[src/rtl/ex_mem_reg.sv]
// EX/MEM pipeline register: picks the writeback result, gates strobes on misaligned
// accesses, exposes a forwarding path to EX and counts retired instructions.
module ex_mem_reg #(
  parameter int DATA_W   = 32,
  parameter int REG_AW   = 5,
  parameter int LINK_OFF = 8
) (
  input  logic              clk,
  input  logic              rst,
  input  logic              stall,
  input  logic              flush,
  input  logic              ex_valid,
  input  logic [DATA_W-1:0] ex_alu_c,
  input  logic [DATA_W-1:0] ex_hi,
  input  logic [DATA_W-1:0] ex_lo,
  input  logic [DATA_W-1:0] ex_pc,
  input  logic [1:0]        ex_res_sel,
  input  logic [DATA_W-1:0] ex_store_data,
  input  logic [REG_AW-1:0] ex_wreg,
  input  logic              ex_regwrite,
  input  logic              ex_memread,
  input  logic              ex_memwrite,
  output logic              mem_valid,
  output logic [DATA_W-1:0] mem_result,
  output logic [DATA_W-1:0] mem_store_data,
  output logic [DATA_W-1:0] mem_pc,
  output logic [REG_AW-1:0] mem_wreg,
  output logic              mem_regwrite,
  output logic              mem_memread,
  output logic              mem_memwrite,
  output logic              mem_addr_err,
  output logic              fwd_valid,
  output logic [REG_AW-1:0] fwd_reg,
  output logic [DATA_W-1:0] fwd_data,
  output logic [31:0]       inst_count
);

  logic              valid_reg, regwrite_reg, memread_reg, memwrite_reg, addr_err_reg;
  logic [DATA_W-1:0] result_reg, store_data_reg, pc_reg;
  logic [REG_AW-1:0] wreg_reg;
  logic [31:0]       count_reg;

  logic [DATA_W-1:0] result_next;
  logic              misalign;
  logic              regwrite_next, memread_next, memwrite_next, addr_err_next;

  always_comb begin
    result_next = ex_alu_c;
    case (ex_res_sel)
      2'd1:    result_next = ex_hi;
      2'd2:    result_next = ex_lo;
      2'd3:    result_next = ex_pc + DATA_W'(LINK_OFF);
      default: result_next = ex_alu_c;
    endcase
  end

  // A misaligned access becomes an error marker: no memory strobe and no register write.
  assign misalign      = (ex_memread | ex_memwrite) & (ex_alu_c[1:0] != 2'b00);
  assign addr_err_next = ex_valid & misalign;
  assign memread_next  = ex_valid & ex_memread & ~misalign;
  assign memwrite_next = ex_valid & ex_memwrite & ~misalign;
  assign regwrite_next = ex_valid & ex_regwrite & ~misalign & (ex_wreg != '0);

  always_ff @(posedge clk) begin
    if (!rst) begin
      valid_reg      <= 1'b0;
      result_reg     <= '0;
      store_data_reg <= '0;
      pc_reg         <= '0;
      wreg_reg       <= '0;
      regwrite_reg   <= 1'b0;
      memread_reg    <= 1'b0;
      memwrite_reg   <= 1'b0;
      addr_err_reg   <= 1'b0;
      count_reg      <= '0;
    end else if (flush) begin
      // The bubble replaces only the incoming instruction; the one in MEM still retires.
      valid_reg      <= 1'b0;
      result_reg     <= '0;
      store_data_reg <= '0;
      pc_reg         <= '0;
      wreg_reg       <= '0;
      regwrite_reg   <= 1'b0;
      memread_reg    <= 1'b0;
      memwrite_reg   <= 1'b0;
      addr_err_reg   <= 1'b0;
      count_reg      <= count_reg + 32'(valid_reg);
    end else if (!stall) begin
      valid_reg      <= ex_valid;
      result_reg     <= result_next;
      store_data_reg <= ex_store_data;
      pc_reg         <= ex_pc;
      wreg_reg       <= ex_wreg;
      regwrite_reg   <= regwrite_next;
      memread_reg    <= memread_next;
      memwrite_reg   <= memwrite_next;
      addr_err_reg   <= addr_err_next;
      count_reg      <= count_reg + 32'(valid_reg);
    end
  end

  assign mem_valid      = valid_reg;
  assign mem_result     = result_reg;
  assign mem_store_data = store_data_reg;
  assign mem_pc         = pc_reg;
  assign mem_wreg       = wreg_reg;
  assign mem_regwrite   = regwrite_reg;
  assign mem_memread    = memread_reg;
  assign mem_memwrite   = memwrite_reg;
  assign mem_addr_err   = addr_err_reg;
  assign inst_count     = count_reg;

  // Load data only exists after MEM, so a load cannot forward from here.
  assign fwd_valid = regwrite_reg & ~memread_reg;
  assign fwd_reg   = wreg_reg;
  assign fwd_data  = result_reg;

endmodule

[config.mk]
export PLATFORM = sky130hd
export DESIGN_NAME = ex_mem_reg
export DESIGN_NICKNAME = d
export VERILOG_FILES = /design/src/rtl/ex_mem_reg.sv
export SDC_FILE = /design/constraint.sdc
export NUM_CORES = 1
export LEC_CHECK = 0
export BUFFER_PORTS_ARGS = -buffer_cell sky130_fd_sc_hd__clkbuf_2
export CORE_AREA = 2 2 137 139
export DETAILED_ROUTE_END_ITERATION = 8
export DIE_AREA = 0 0 139 141
export PLACE_DENSITY = 0.77
export SETUP_SLACK_MARGIN = 0.3
export SYNTH_ARGS = -nofsm -noshare
export SYNTH_HDL_FRONTEND = slang
export SYNTH_SLANG_ARGS = --single-unit
[constraint.sdc]
create_clock -name clk -period 3.05 [get_ports clk]
set_clock_uncertainty 0.2 [all_clocks]
set_input_delay 0.1525 -clock clk [delete_from_list [all_inputs] [get_ports clk]]
set_output_delay 0.1525 -clock clk [all_outputs]
set_load 0.02 [all_outputs]
Word level (Yosys, flattened, before mapping):

Index checks and enable logic that the tools add are counted.

* logic and storage cells: 36
* bits in registers: 138
* input port bits: 175
* output and inout bits: 176

* add/subtract/negate cells: 2
* bitwise logic cells: 14
* equality and inequality tests: 4
* reductions and logical operators: 3
* muxes and demuxes: 3

Operator list (count)
* case mux 32 bit (3 select lines): 1
* 2-to-1 mux 32 bit: 2
* adder 32 x 1 -> 32 bit: 1
* adder 32 x 4 -> 32 bit (second input constant): 1
* AND 1 bit: 10
* nonzero test 5 bit: 1
* equality test 2 bit (second input constant): 2
* NOT 1 bit: 3
* equality test 2 x 1 -> 1 bit (second input constant): 1
* inequality test 2 x 1 -> 1 bit (second input constant): 1
* nonzero test 2 bit: 1
* OR reduction 2 bit: 1
* bitwise OR 1 bit: 1

Longest topological paths before layout:

* word-level depth: 5
* gate-level depth with buffers: 7
* depth with buffers taken out: 6

Least setup slack after synthesis:

OpenSTA, ideal clock, no wires.

* path kind: register to register
* from: reg count_reg[11], in the netlist inst_count[11]
* to: reg count_reg[29], in the netlist inst_count[29]
* slack: 0.643 ns
* clock period less this slack: 2.407 ns
* cell stages (with the launch flop): 8
* data arrival time: 2.137 ns
* cell sequence: dfxtp_1 > and4_1 > buf_4 > nand2_2 > or4_4 > buf_6 > or4_1 > a21oi_1

* longest elaborated chain between the ends: 3

Ends and longest elaborated chain
* from (decl): line 41 `logic [31:0] count_reg;`
* from (signal assigned): line 87 `count_reg <= count_reg + 32'(valid_reg);`
* from (signal assigned): line 98 `count_reg <= count_reg + 32'(valid_reg);`
* adder 32 x 1 -> 32 bit (*): line 87, 98
* 2-to-1 mux 32 bit: line 88 `end else if (!stall) begin`
* 2-to-1 mux 32 bit (*): line 76 `end else if (flush) begin`

Mark *: on every way between the ends. The rest lies on a longest branch, timed or not. The select of a mux whose other input is x is not followed.
A chain may end at the register's enable or synchronous reset.

Final worst setup path:

* from: in ex_pc[5]
* to: reg result_reg[20], in the netlist fwd_data[20]

* longest elaborated chain between the ends: 2

Ends and longest elaborated chain
* from (decl): line 16 `input logic [DATA_W-1:0] ex_pc,`
* adder 32 x 4 -> 32 bit: line 52 `2'd3: result_next = ex_pc + DATA_W'(LINK_OFF);`
* case mux 32 bit (3 select lines): line 49 `case (ex_res_sel)`
* to (signal assigned): line 90 `result_reg <= result_next;`
* to (decl): line 39 `logic [DATA_W-1:0] result_reg, store_data_reg, pc_reg;`

No other way between the ends.

==> flow_summary.yaml <==
logic_synthesis:
  synth_largest_area_cell: "dfxtp_1"
  netlist_instances: 768
  async_flop_share: 0
  syn_area_um2: 6860
  synth_flop_cell: "dfxtp_1"
  synth_nets: 946
  synth_area_leaders: "dfxtp_1 (40%), mux2i_1 (10%), nor2_1 (6.1%)"
  yosys.area.top_type_share: 0.402
  synth-seq-cells: 138
  yosys_warnings: 0
  avgSynthCellArea_um2: 8.94
  synth_edf_count: 0
  ys_types: 58
  yosysSeqAreaShare: 0.402
global_route:
  antenna_found_initial: 1
  grt_max_degree: 57
  gr-usage-met3: 0.0526
  grtUsageMet2: 0.437
  grt-ovfl-total: 0
  grt_pass1_wl_mm: 39.3
  gr-usage-met1: 0.298
  top_usage_layer: "met2"
  grt_pass1_vias: 7382
  track_usage: 0.254
layout:
  nNetsFinal: 1344
  antenna_cells: 0
  synthToLayoutAreaGrowth_pct: 47.3
  final_area_um2: 10100
  drive_above_1_share: 0.362
  fin_util: 0.554
  fin_cells: 1413
sta:
  setup_viol: 0
  relSlewSlack: 0.399
  hold_violations: 0
  worst_slack_ns: 0.423
  max_freq_mhz: 381
  setup_tns_ns: 0
  tightest_slew_ns: 0.901
  holdWs_ns: 0.0175
  slew_viol_final: 0
  period_needed_ns: 2.63
  rsz0062_at_grt: "no"
  min_period_over_period: 0.861
setup_path:
  critical_path_buf_inv_count: 4
  crit_cells: 9
  cp-start-kind: "primary input"
  endpoint_kind: "register"
  crit_chain: "dlygate4sd3_1, clkbuf_2, nand4_1, nor4_4, buf_4, nand4_1, a21oi_1, o21ai_1, dlygate4sd3_1"
  critical_path.top_delay_family: "buffers and inverters"
  r2r_cells: 5
  critical_path_arrival_ns: 2.72
  required_ns: 3.15
  r2r_start: "inst_count[4]$_SDFFE_PN0P_"
  path_class: "primary input to register"
  reg2reg_slack_ns: 0.65
  r2r_end: "inst_count[20]$_SDFFE_PN0P_"
  critical_path.max_stage_delay_ns: 0.57
  path_max_fanout: 10
  cp_slowest_cell: "dlygate4sd3_1"
detailed_routing:
  vias_per_cell: 5.29
  vias: 7472
  drc: 0
  totalWireLength_mm: 25.5
  drtIter0Drc: 442
  wire_per_inst_um: 18.1
  postRouteAntennaNets: 0
  dr.pass1.iters: 5
die:
  die_width_um: 139
  core_um2: 18300
  rows: 50
  start_util: 0.376
  die-area_um2: 19600
  ios: 351
  dieHeight_um: 141
hold_path:
  hold_path_depth: 4
  hold-path-endpoint: "fwd_data[23]$_SDFFE_PP0N_"
  hold_path.class: "primary input to register"
  hold_start: "ex_lo[23]"
clock_tree:
  cts_sinks: 138
  clk_pin_slew_ns: 0.06
  post_cts_buffers: 0
  cts_inserted_buffers: 17
  htree_levels: 4
  clk_path_buf_depth: 2
  cts-root-buf: "clkbuf_16"
  clk_latency_ns: 0.42
  tritoncts: "built"
placed_design:
  placed_area_um2: 8540
  placed_cells: 1279
  post-place-ws_ns: 0.672
  dp_hpwl_mm: 17.9
  io_buffers: 350
  routabilityCongestion: 0.956
pwr:
  p_total_mw: 4.57
  power_density_nw_per_um2: 452
  peakVddDrop_uv: 359
  p_leak_nw: 4.63
run:
  drv_cap: 0
run_status:
  status: "finished clean"
==> synth_stat cells (18+ instances only) <==
library cell    n
dfxtp_1       138
nor2_1        111
mux2i_1        72
nand2_1        48
buf_4          38
clkbuf_1       32
a21oi_1        29
nand3_1        25
xnor2_1        22
mux2_2         19
o21ai_0        18
==> where the power goes <==
group	internal, mW	switching, mW
Clock	1.08	0.830
Combinational	0.351	0.409
Sequential	1.85	0.0386
==> layout make-up <==
class | instances | area (um2)
fill | 1632 | 8160
timing repair buffer | 462 | 2860
clock buffer | 19 | 453
inverter | 16 | 60.1
multi-input combinational | 531 | 3590
tap | 234 | 293
sequential | 138 | 2760
clock inverter | 13 | 95.1
==> tightest hold or removal path, cell delays in order <==
cell	delay [ns]
clkbuf_2	0.08
a221o_1	0.14
o21ai_0	0.09
o22ai_1	0.12
==> what timing repair did <==
action,in CTS,in global routing
endpoints found under the setup margin,0,2
hold buffers,102,0
endpoints found under the hold margin,98,0
resized for setup,0,1
==> how the worst max path moves through the flow <==
stage / from / endpoint / slack (ns)
global route: ex_pc[3] / fwd_data[27]$_SDFFE_PP0N_ / 0.37
detailed placement: ex_pc[3] / fwd_data[27]$_SDFFE_PP0N_ / 0.67
CTS: rst / fwd_data[13]$_SDFFE_PP0N_ / 0.41
floorplan: inst_count[11]$_SDFFE_PN0P_ / inst_count[29]$_SDFFE_PN0P_ / 0.64
global placement: ex_pc[3] / fwd_data[27]$_SDFFE_PP0N_ / 0.69
finish: ex_pc[5] / fwd_data[20]$_SDFFE_PP0N_ / 0.42
==> routing by layer <==
metal  up-vias  wire, um
li1       3527         -
met2       379     12600
met5         -        13
met3        74      1720
met1      3490     10000
met4         2      1100
==> cell families (layout without fill, tap and decap cells) <==
family | after synthesis | after routing | synth area share
adder cells (fa/ha/maj) | 3 | 3 | 0.00547
flip-flops | 138 | 138 | 0.402
AND/OR/NAND/NOR | 271 | 271 | 0.191
XOR/XNOR | 36 | 36 | 0.0459
AO/OA/AOI/OAI | 122 | 122 | 0.117
buffers and inverters | 99 | 510 | 0.0766
multiplexers | 99 | 99 | 0.161
==> placed cells by master (no fill, tap or decap), types with 3 or more instances in the layout <==
cell / synthesis / final
nand2_1: 48 / 48
o22ai_1: 11 / 11
and4_1: 5 / 5
a211oi_1: 6 / 6
o21ai_0: 18 / 18
nor3_1: 11 / 11
o221ai_1: 7 / 7
a22oi_1: 3 / 3
or4_1: 11 / 11
or3_1: 3 / 3
clkbuf_16: 0 / 17
a221o_1: 7 / 7
dfxtp_1: 138 / 138
clkinvlp_4: 0 / 6
nand4_1: 15 / 15
o31ai_1: 7 / 7
clkinv_2: 0 / 3
a21oi_1: 29 / 29
nand2b_1: 4 / 3
ha_1: 3 / 3
and3_1: 8 / 8
inv_1: 15 / 15
o21a_1: 3 / 3
o21ai_1: 9 / 9
nor4_1: 14 / 14
xnor2_1: 22 / 22
mux4_2: 7 / 7
dlygate4sd3_1: 0 / 102
buf_4: 38 / 10
o211ai_1: 3 / 3
a221oi_1: 6 / 6
mux2i_1: 72 / 72
clkbuf_2: 0 / 349
xor2_1: 14 / 14
nor2_1: 111 / 110
mux2_2: 19 / 19
nand3b_1: 3 / 3
nor2b_1: 4 / 4
nand3_1: 25 / 25
Note: power is estimated with default switching activity, not from simulation.
